==> src/rtl/mem_port_arbiter.sv <==
// Shares one single-port memory between instruction fetch and the data stage.
// One transaction in flight; data port has priority, fetch is protected from starvation.
module mem_port_arbiter #(
  parameter int XLEN       = 32,
  parameter int STARVE_MAX = 4
) (
  input  logic              clk_i,
  input  logic              rstn_i,
  input  logic              flush_i,
  input  logic              if_req_i,
  input  logic [XLEN-1:0]   if_addr_i,
  output logic              if_gnt_o,
  output logic              if_rvalid_o,
  output logic [XLEN-1:0]   if_rdata_o,
  input  logic              dm_req_i,
  input  logic              dm_we_i,
  input  logic [XLEN/8-1:0] dm_be_i,
  input  logic [XLEN-1:0]   dm_addr_i,
  input  logic [XLEN-1:0]   dm_wdata_i,
  output logic              dm_gnt_o,
  output logic              dm_rvalid_o,
  output logic [XLEN-1:0]   dm_rdata_o,
  output logic              mem_req_o,
  output logic              mem_we_o,
  output logic [XLEN/8-1:0] mem_be_o,
  output logic [XLEN-1:0]   mem_addr_o,
  output logic [XLEN-1:0]   mem_wdata_o,
  input  logic              mem_gnt_i,
  input  logic              mem_rvalid_i,
  input  logic [XLEN-1:0]   mem_rdata_i,
  output logic              busy_o,
  output logic [1:0]        dbg_state_o
);

  localparam int BEW = XLEN / 8;
  localparam int SW  = $clog2(STARVE_MAX + 1);

  localparam logic [1:0] ST_IDLE  = 2'd0;
  localparam logic [1:0] ST_ISSUE = 2'd1;
  localparam logic [1:0] ST_WAIT  = 2'd2;

  logic [1:0]      state_q, state_d;
  logic [SW-1:0]   starve_q, starve_d;
  logic            owner_if_q, owner_if_d;
  logic            squash_q, squash_d;
  logic            mem_req_q, mem_req_d;
  logic            mem_we_q, mem_we_d;
  logic [BEW-1:0]  mem_be_q, mem_be_d;
  logic [XLEN-1:0] mem_addr_q, mem_addr_d;
  logic [XLEN-1:0] mem_wdata_q, mem_wdata_d;
  logic            if_rvalid_q, if_rvalid_d;
  logic [XLEN-1:0] if_rdata_q, if_rdata_d;
  logic            dm_rvalid_q, dm_rvalid_d;
  logic [XLEN-1:0] dm_rdata_q, dm_rdata_d;

  logic if_eff, contend, if_wins, grant_if, grant_dm;

  // Handshakes: a requester holds *_req_i until it sees *_gnt_o high in the same
  // cycle; mem_req_o is held until mem_gnt_i; *_rvalid_o are single-cycle pulses.
  always_comb begin
    if_eff   = if_req_i & ~flush_i;
    contend  = if_eff & dm_req_i;
    if_wins  = (starve_q == SW'(STARVE_MAX));
    grant_if = rstn_i && (state_q == ST_IDLE) && if_eff && (!dm_req_i || if_wins);
    grant_dm = rstn_i && (state_q == ST_IDLE) && dm_req_i && !(if_eff && if_wins);
  end

  always_comb begin
    state_d     = state_q;
    starve_d    = starve_q;
    owner_if_d  = owner_if_q;
    squash_d    = squash_q;
    mem_req_d   = mem_req_q;
    mem_we_d    = mem_we_q;
    mem_be_d    = mem_be_q;
    mem_addr_d  = mem_addr_q;
    mem_wdata_d = mem_wdata_q;
    if_rvalid_d = 1'b0;
    if_rdata_d  = if_rdata_q;
    dm_rvalid_d = 1'b0;
    dm_rdata_d  = dm_rdata_q;
    case (state_q)
      ST_IDLE: begin
        if (grant_if || grant_dm) begin
          state_d    = ST_ISSUE;
          mem_req_d  = 1'b1;
          owner_if_d = grant_if;
          if (grant_if) begin
            mem_we_d    = 1'b0;
            mem_be_d    = '1;
            mem_addr_d  = if_addr_i;
            mem_wdata_d = '0;
            starve_d    = '0;
          end else begin
            mem_we_d    = dm_we_i;
            mem_be_d    = dm_we_i ? dm_be_i : '1;
            mem_addr_d  = dm_addr_i;
            mem_wdata_d = dm_wdata_i;
            // Fetch lost a contended cycle; DM only wins while below the limit.
            if (contend) starve_d = starve_q + SW'(1);
          end
        end
      end
      ST_ISSUE: begin
        if (flush_i && owner_if_q) squash_d = 1'b1;
        if (mem_gnt_i) begin
          mem_req_d = 1'b0;
          state_d   = ST_WAIT;
        end
      end
      ST_WAIT: begin
        if (flush_i && owner_if_q) squash_d = 1'b1;
        if (mem_rvalid_i) begin
          state_d  = ST_IDLE;
          squash_d = 1'b0;
          if (owner_if_q) begin
            // A flush landing on the completion cycle squashes too.
            if (!(squash_q || flush_i)) begin
              if_rvalid_d = 1'b1;
              if_rdata_d  = mem_rdata_i;
            end
          end else begin
            dm_rvalid_d = 1'b1;
            dm_rdata_d  = mem_we_q ? '0 : mem_rdata_i;
          end
        end
      end
      default: state_d = ST_IDLE;
    endcase
  end

  always_ff @(posedge clk_i) begin
    if (!rstn_i) begin
      state_q     <= ST_IDLE;
      starve_q    <= '0;
      owner_if_q  <= 1'b0;
      squash_q    <= 1'b0;
      mem_req_q   <= 1'b0;
      mem_we_q    <= 1'b0;
      mem_be_q    <= '0;
      mem_addr_q  <= '0;
      mem_wdata_q <= '0;
      if_rvalid_q <= 1'b0;
      if_rdata_q  <= '0;
      dm_rvalid_q <= 1'b0;
      dm_rdata_q  <= '0;
    end else begin
      state_q     <= state_d;
      starve_q    <= starve_d;
      owner_if_q  <= owner_if_d;
      squash_q    <= squash_d;
      mem_req_q   <= mem_req_d;
      mem_we_q    <= mem_we_d;
      mem_be_q    <= mem_be_d;
      mem_addr_q  <= mem_addr_d;
      mem_wdata_q <= mem_wdata_d;
      if_rvalid_q <= if_rvalid_d;
      if_rdata_q  <= if_rdata_d;
      dm_rvalid_q <= dm_rvalid_d;
      dm_rdata_q  <= dm_rdata_d;
    end
  end

  assign if_gnt_o    = grant_if;
  assign dm_gnt_o    = grant_dm;
  assign if_rvalid_o = if_rvalid_q;
  assign if_rdata_o  = if_rdata_q;
  assign dm_rvalid_o = dm_rvalid_q;
  assign dm_rdata_o  = dm_rdata_q;
  assign mem_req_o   = mem_req_q;
  assign mem_we_o    = mem_we_q;
  assign mem_be_o    = mem_be_q;
  assign mem_addr_o  = mem_addr_q;
  assign mem_wdata_o = mem_wdata_q;
  assign busy_o      = (state_q != ST_IDLE);
  assign dbg_state_o = state_q;

endmodule

==> config.mk <==
export PLATFORM = sky130hd
export DESIGN_NAME = mem_port_arbiter
export DESIGN_NICKNAME = d
export VERILOG_FILES = /design/src/rtl/mem_port_arbiter.sv
export SDC_FILE = /design/constraint.sdc
export NUM_CORES = 1
export LEC_CHECK = 0
export ABC_AREA = 0
export CAP_MARGIN = 0
export CORE_MARGIN = 2
export CORE_UTILIZATION = 43
export CTS_CLUSTER_DIAMETER = 40
export DETAILED_ROUTE_END_ITERATION = 6
export PLACE_DENSITY = 0.82
export SETUP_SLACK_MARGIN = 0.5
export SKIP_CTS_REPAIR_TIMING = 1
export SYNTH_ARGS = -nofsm -noshare
export SYNTH_HDL_FRONTEND = slang
export SYNTH_SLANG_ARGS = --single-unit
==> constraint.sdc <==
create_clock -name clk_i -period 4 [get_ports clk_i]
set_clock_uncertainty 0.15 [all_clocks]
set_input_delay 0.4 -clock clk_i [delete_from_list [all_inputs] [get_ports clk_i]]
set_output_delay 0.4 -clock clk_i [all_outputs]
set_load 0.02 [all_outputs]
==> flow_summary.yaml, run 1 <==
status:
  outcome: "finished clean"
power_and_ir_drop:
  leakage_nw: 3.28
  clock_power_share_pct: 36.1
  powerDensity_mw_per_mm2: 541
  p_seq_share_pct: 36.0
  combPwrFrac_pct: 28.0
  p_int_mw: 3.37
  p_sw_mw: 1.42
  swShare_pct: 29.6
  peakVddDrop_mv: 0.319
timing:
  max-slew-margin-rel_pct: 21.1
  fin_crit_sh_pct: 76.0
  hold_viol_final: 0
  layout_setup_ws_ns: 0.961
  fmax_mhz: 329
  rsz0062_at_grt: "false"
  tightestPinTransition_ns: 1.18
  setup_viol: 0
  fin_crit_ns: 3.04
  setup_tns_ns: 0
  slew_violations: 0
synth:
  synth_nets: 755
  ys_ff_latch: 143
  synth_area_leaders: "dfxtp_1, nand2_1, a22o_1"
  ys_types: 41
  synth_ff_type: "dfxtp_1"
  async_reset_ff_share_pct: 0
  yosys.area.top_type: "dfxtp_1"
  synth-seq-area-share_pct: 53.3
  synth_area_mm2: 0.00537
  synth_edf_count: 0
  syn_avg_cell_area_um2: 8.82
  syn_inst: 609
  ys_warn_count: 0
  synth_top_area_share_pct: 53.3
drt:
  viasPerCell: 5.16
  wl_per_cell_um: 16.6
  routed_wirelength_um: 17400
  drt_iter0_drc: 400
  postRouteAntennaNets: 0
  num_vias: 5433
  drtPass1Iterations: 5
  route.detailed.drc: 0
die:
  rows: 40
  io_pins: 281
  die_w_um: 116
  die-area_mm2: 0.0134
  die_h_um: 116
  start_util_pct: 44.4
  coreArea_mm2: 0.0121
worst_setup_path:
  crit_type: "flip-flop to output pin"
  required_ns: 3.45
  crit_arrival_ns: 2.49
  startpoint_type: "flip-flop"
  worst-path-max-fanout: 19
  end_kind: "output pin"
finish:
  nFillCells: 873
  mostFrequentLayoutCells: "clkdlybuf4s50_1, nand2_1, dfxtp_1"
  area_growth_pct: 64.8
  multi_input_area_mm2: 0.00223
  nets: 1018
  seqCellArea_mm2: 0.00286
  final_common_cell: "clkdlybuf4s50_1"
  diodes: 0
  layout-drive-gt1-share_pct: 6.10
global_routing:
  grt_max_degree: 85
  antenna_found_initial: 0
  grt_pass1_wl_um: 26600
  overflow: 0
  first_global_vias: 5330
  grt_use_total_pct: 25.6
placement:
  port_buffers: 280
  dpl.hpwl_um: 12200
  gp_congestion: 0.858
  dp_slack_ns: 1.05
cts:
  cts_tree: "done"
  numCtsBuffers: 17
  cts_num_sinks: 143
  htreeDepth: 4
  clkLatencyLatePin_ns: 0.42
  cts_max_path_buffers: 2
  cts-root-buf: "clkbuf_16"
  clk_pin_slew_worst_paths_ns: 0.06
min_path:
  hold_path_class: "flip-flop to flip-flop"
job:
  maxCapViolCount: 0
[cell usage after synthesis (6+ instances only)]
master and n:
o21ai_0 34, buf_6 6, a21boi_1 30, buf_2 21, dfxtp_1 143, ha_1 6
nand2_1 203, a21oi_1 35, clkbuf_1 11, a22o_1 32, a31oi_1 33, inv_1 8
[critical path, stage by stage (launching register included)]
cell             delay, ns
dfxtp_1               0.35
inv_1                 0.12
ha_1                  0.26
and2_2                0.23
nand3_2               0.34
inv_2                 0.15
clkdlybuf4s50_1       0.61
[area by class of cell]
type                    count  area share, %
clock buffers              23           5.29
clock inverters             9           2.05
inverters                   9          0.382
multi-input cells         412           25.2
flip-flops and latches    143           32.3
well taps                 168           2.37
repair buffers            289           32.4
[per-layer routing]
layer	vias to the layer above	wire length [um]	share of wire (%)	global-route usage, %
met5	-	0	0	0
met1	2532	6500	37	28.0
met3	45	1530	8.8	8.63
li1	2600	-	-	-
met4	0	568	3.3	12.6
met2	256	8840	51	44.6
[metrics by stage]
stage | cell area [um^2] | power, mW | instances | hold WS, ns | util, %
detailed placement | 8200 | 3.08 | 1021 | 0.297 | 67.7
global placement | 8200 | 3.05 | 1021 | 0.289 | 67.7
floorplan | 5370 | 2.41 | 609 | 0.317 | -
global route | 8850 | 4.98 | 1053 | 0.325 | 73.1
CTS | 8850 | 4.82 | 1053 | 0.304 | 73.1
finish | 8850 | 4.79 | 1053 | 0.301 | 73.1
[power groups by stage]
stage                     sequential, mW  clock [mW]  combinational [mW]
final                               1.72        1.73                1.34
after global routing                1.74        1.81                1.43
after CTS                           1.72        1.75                1.34
after detailed placement            1.75           0                1.33
after global placement              1.74           0                1.31
after floorplan                     1.96           0               0.452
[cells by family (layout without fill, tap and decap cells)]
kind of cell	after synthesis	count (layout)	share of synthesized area, %
AO/OA/AOI/OAI	181	181	22.5
flip-flops	143	143	53.3
buffers and inverters	54	330	5.45
multiplexers	2	2	0.373
AND/OR/NAND/NOR	223	223	17.0
adder cells (fa/ha/maj)	6	6	1.40
[sequential cells by signal (all words and copies together), names as in the netlist]
| name | count |
|---|---|
| if_rdata_o | 32 |
| dm_rvalid_o | 1 |
| mem_req_o | 1 |
| mem_wdata_o | 32 |
| if_rvalid_o | 1 |
| mem_be_o | 4 |
| mem_we_o | 1 |
| dm_rdata_o | 32 |
| owner_if_q | 1 |
| squash_q | 1 |
| mem_addr_o | 32 |
| dbg_state_o | 2 |
| starve_q | 3 |
[path summary, 6_finish.rpt]
kind                            slack [ns]  depth (start not counted)       startpoint               to
worst max-delay path                  0.96                          6   dbg_state_o[0]         if_gnt_o
worst min-delay path                  0.30                          2  mem_wdata_o[15]  mem_wdata_o[15]
worst min register to register        0.30                          2  mem_wdata_o[15]  mem_wdata_o[15]
worst max register to register        1.33                          6   dbg_state_o[0]  mem_wdata_o[24]
Note: power is estimated with default switching activity, not from simulation.
==> run 2: changes to the inputs <==
--- a/config.mk
+++ b/config.mk
@@ -8,10 +8,10 @@
 export ABC_AREA = 0
 export CAP_MARGIN = 0
 export CORE_MARGIN = 2
-export CORE_UTILIZATION = 43
+export CORE_UTILIZATION = 40
 export CTS_CLUSTER_DIAMETER = 40
 export DETAILED_ROUTE_END_ITERATION = 6
-export PLACE_DENSITY = 0.82
+export PLACE_DENSITY = 0.77
 export SETUP_SLACK_MARGIN = 0.5
 export SKIP_CTS_REPAIR_TIMING = 1
 export SYNTH_ARGS = -nofsm -noshare
==> constraint.sdc (replaced) <==
create_clock -name clk_i -period 2.9 [get_ports clk_i]
set_clock_uncertainty 0.15 [all_clocks]
set_input_delay 0.29 -clock clk_i [delete_from_list [all_inputs] [get_ports clk_i]]
set_output_delay 0.29 -clock clk_i [all_outputs]
set_load 0.02 [all_outputs]
==> flow_summary.yaml, run 2 (same netlist as run 1, synthesis figures left out) <==
die:
  die_h_um: 120
  die_w_um: 120
  start_util_pct: 40.7
  coreArea_mm2: 0.0132
  io_pins: 281
  die-area_mm2: 0.0144
  rows: 42
placement:
  port_buffers: 280
  gp_congestion: 0.833
  dpl.hpwl_um: 12300
global_routing:
  grt_use_total_pct: 24.2
  antenna_found_initial: 0
  first_global_vias: 5512
  overflow: 0
  grt_pass1_wl_um: 27400
  grt_max_degree: 65
cts:
  numCtsBuffers: 17
  cts_tree: "done"
  clkLatencyLatePin_ns: 0.41
  cts_num_sinks: 143
  clk_pin_slew_worst_paths_ns: 0.06
  cts_max_path_buffers: 2
  htreeDepth: 4
  cts-root-buf: "clkbuf_16"
job:
  maxCapViolCount: 0
finish:
  diodes: 0
  mostFrequentLayoutCells: "clkdlybuf4s50_1, nand2_1, dfxtp_1"
  final_common_cell: "clkdlybuf4s50_1"
  area_growth_pct: 65.8
  layout-drive-gt1-share_pct: 6.66
  nets: 1021
timing:
  tightestPinTransition_ns: 0.654
  slew_violations: 0
  fmax_mhz: 446
  rsz0062_at_grt: "false"
  fin_crit_ns: 2.24
  setup_viol: 0
  hold_viol_final: 0
  setup_tns_ns: 0
  max-slew-margin-rel_pct: 56.4
  fin_crit_sh_pct: 77.3
min_path:
  hold_path_class: "primary input to flip-flop"
worst_setup_path:
  worst-path-max-fanout: 5
  r2r_slack_ns: 0.71
  end_kind: "output pin"
  crit_type: "flip-flop to output pin"
  startpoint_type: "flip-flop"
  required_ns: 2.46
  crit_arrival_ns: 1.80
drt:
  postRouteAntennaNets: 0
  route.detailed.drc: 0
  num_vias: 5413
  viasPerCell: 5.10
  drtPass1Iterations: 4
  routed_wirelength_um: 17200
  wl_per_cell_um: 16.2
  drt_iter0_drc: 365
power_and_ir_drop:
  peakVddDrop_mv: 0.408
  totalPowerFinal_mw: 6.61
  powerDensity_mw_per_mm2: 742
  leakage_nw: 3.36
status:
  outcome: "finished clean"
[run 2: worst paths after layout]
| check | start | end | cells past startpoint |
|---|---|---|---|
| worst max register to register | dbg_state_o[1] | mem_wdata_o[31] | 7 |
| worst min-delay path | dm_wdata_i[3] | mem_wdata_o[3] | 3 |
| worst max-delay path | dbg_state_o[1] | if_gnt_o | 6 |
| worst min register to register | if_rdata_o[27] | if_rdata_o[27] | 2 |
[run 2: critical path, stage by stage, from the launching register on]
cell            delay [ns]
dfxtp_1               0.33
inv_1                 0.12
ha_1                  0.24
and2_2                0.23
nand3_2               0.14
inv_2                 0.08
dlymetal6s2s_1        0.24
[run 2: layout make-up]
| cell class | count | area (um^2) |
|---|---|---|
| timing repair buffer | 292 | 2910 |
| clock inverter | 10 | 185 |
| fill | 1047 | 4280 |
| tap | 176 | 220 |
| inverter | 9 | 33.8 |
| sequential | 143 | 2860 |
| clock buffer | 20 | 467 |
| multi-input combinational | 412 | 2230 |
[run 2: per-stage QoR]
| step | utilization [%] | setup slack (ns) | instance area, um^2 | hold WS [ns] | cells |
|---|---|---|---|---|---|
| final | 67.5 | 0.659 | 8910 | 0.267 | 1062 |
| after global routing | 67.5 | 0.506 | 8910 | 0.263 | 1062 |
| after CTS | 67.5 | 0.229 | 8900 | 0.250 | 1062 |
| after detailed placement | 62.5 | 0.461 | 8250 | 0.297 | 1032 |
| after global placement | 62.5 | 0.501 | 8250 | 0.291 | 1032 |
| after floorplan | - | 1.00 | 5370 | 0.254 | 609 |
[run 2: power breakdown]
part / internal [mW] / switching, mW / leakage [nW]
sequential: 2.23 / 0.145 / 1.17
clock: 1.58 / 0.805 / 0.318
combinational: 0.854 / 0.993 / 1.88
[run 2: per-layer routing]
metal / routed length [um] / track usage (%)
met2: 8870 / 44.0
met5: 0 / 0
met1: 6470 / 25.1
met3: 1400 / 8.32
met4: 437 / 10.4
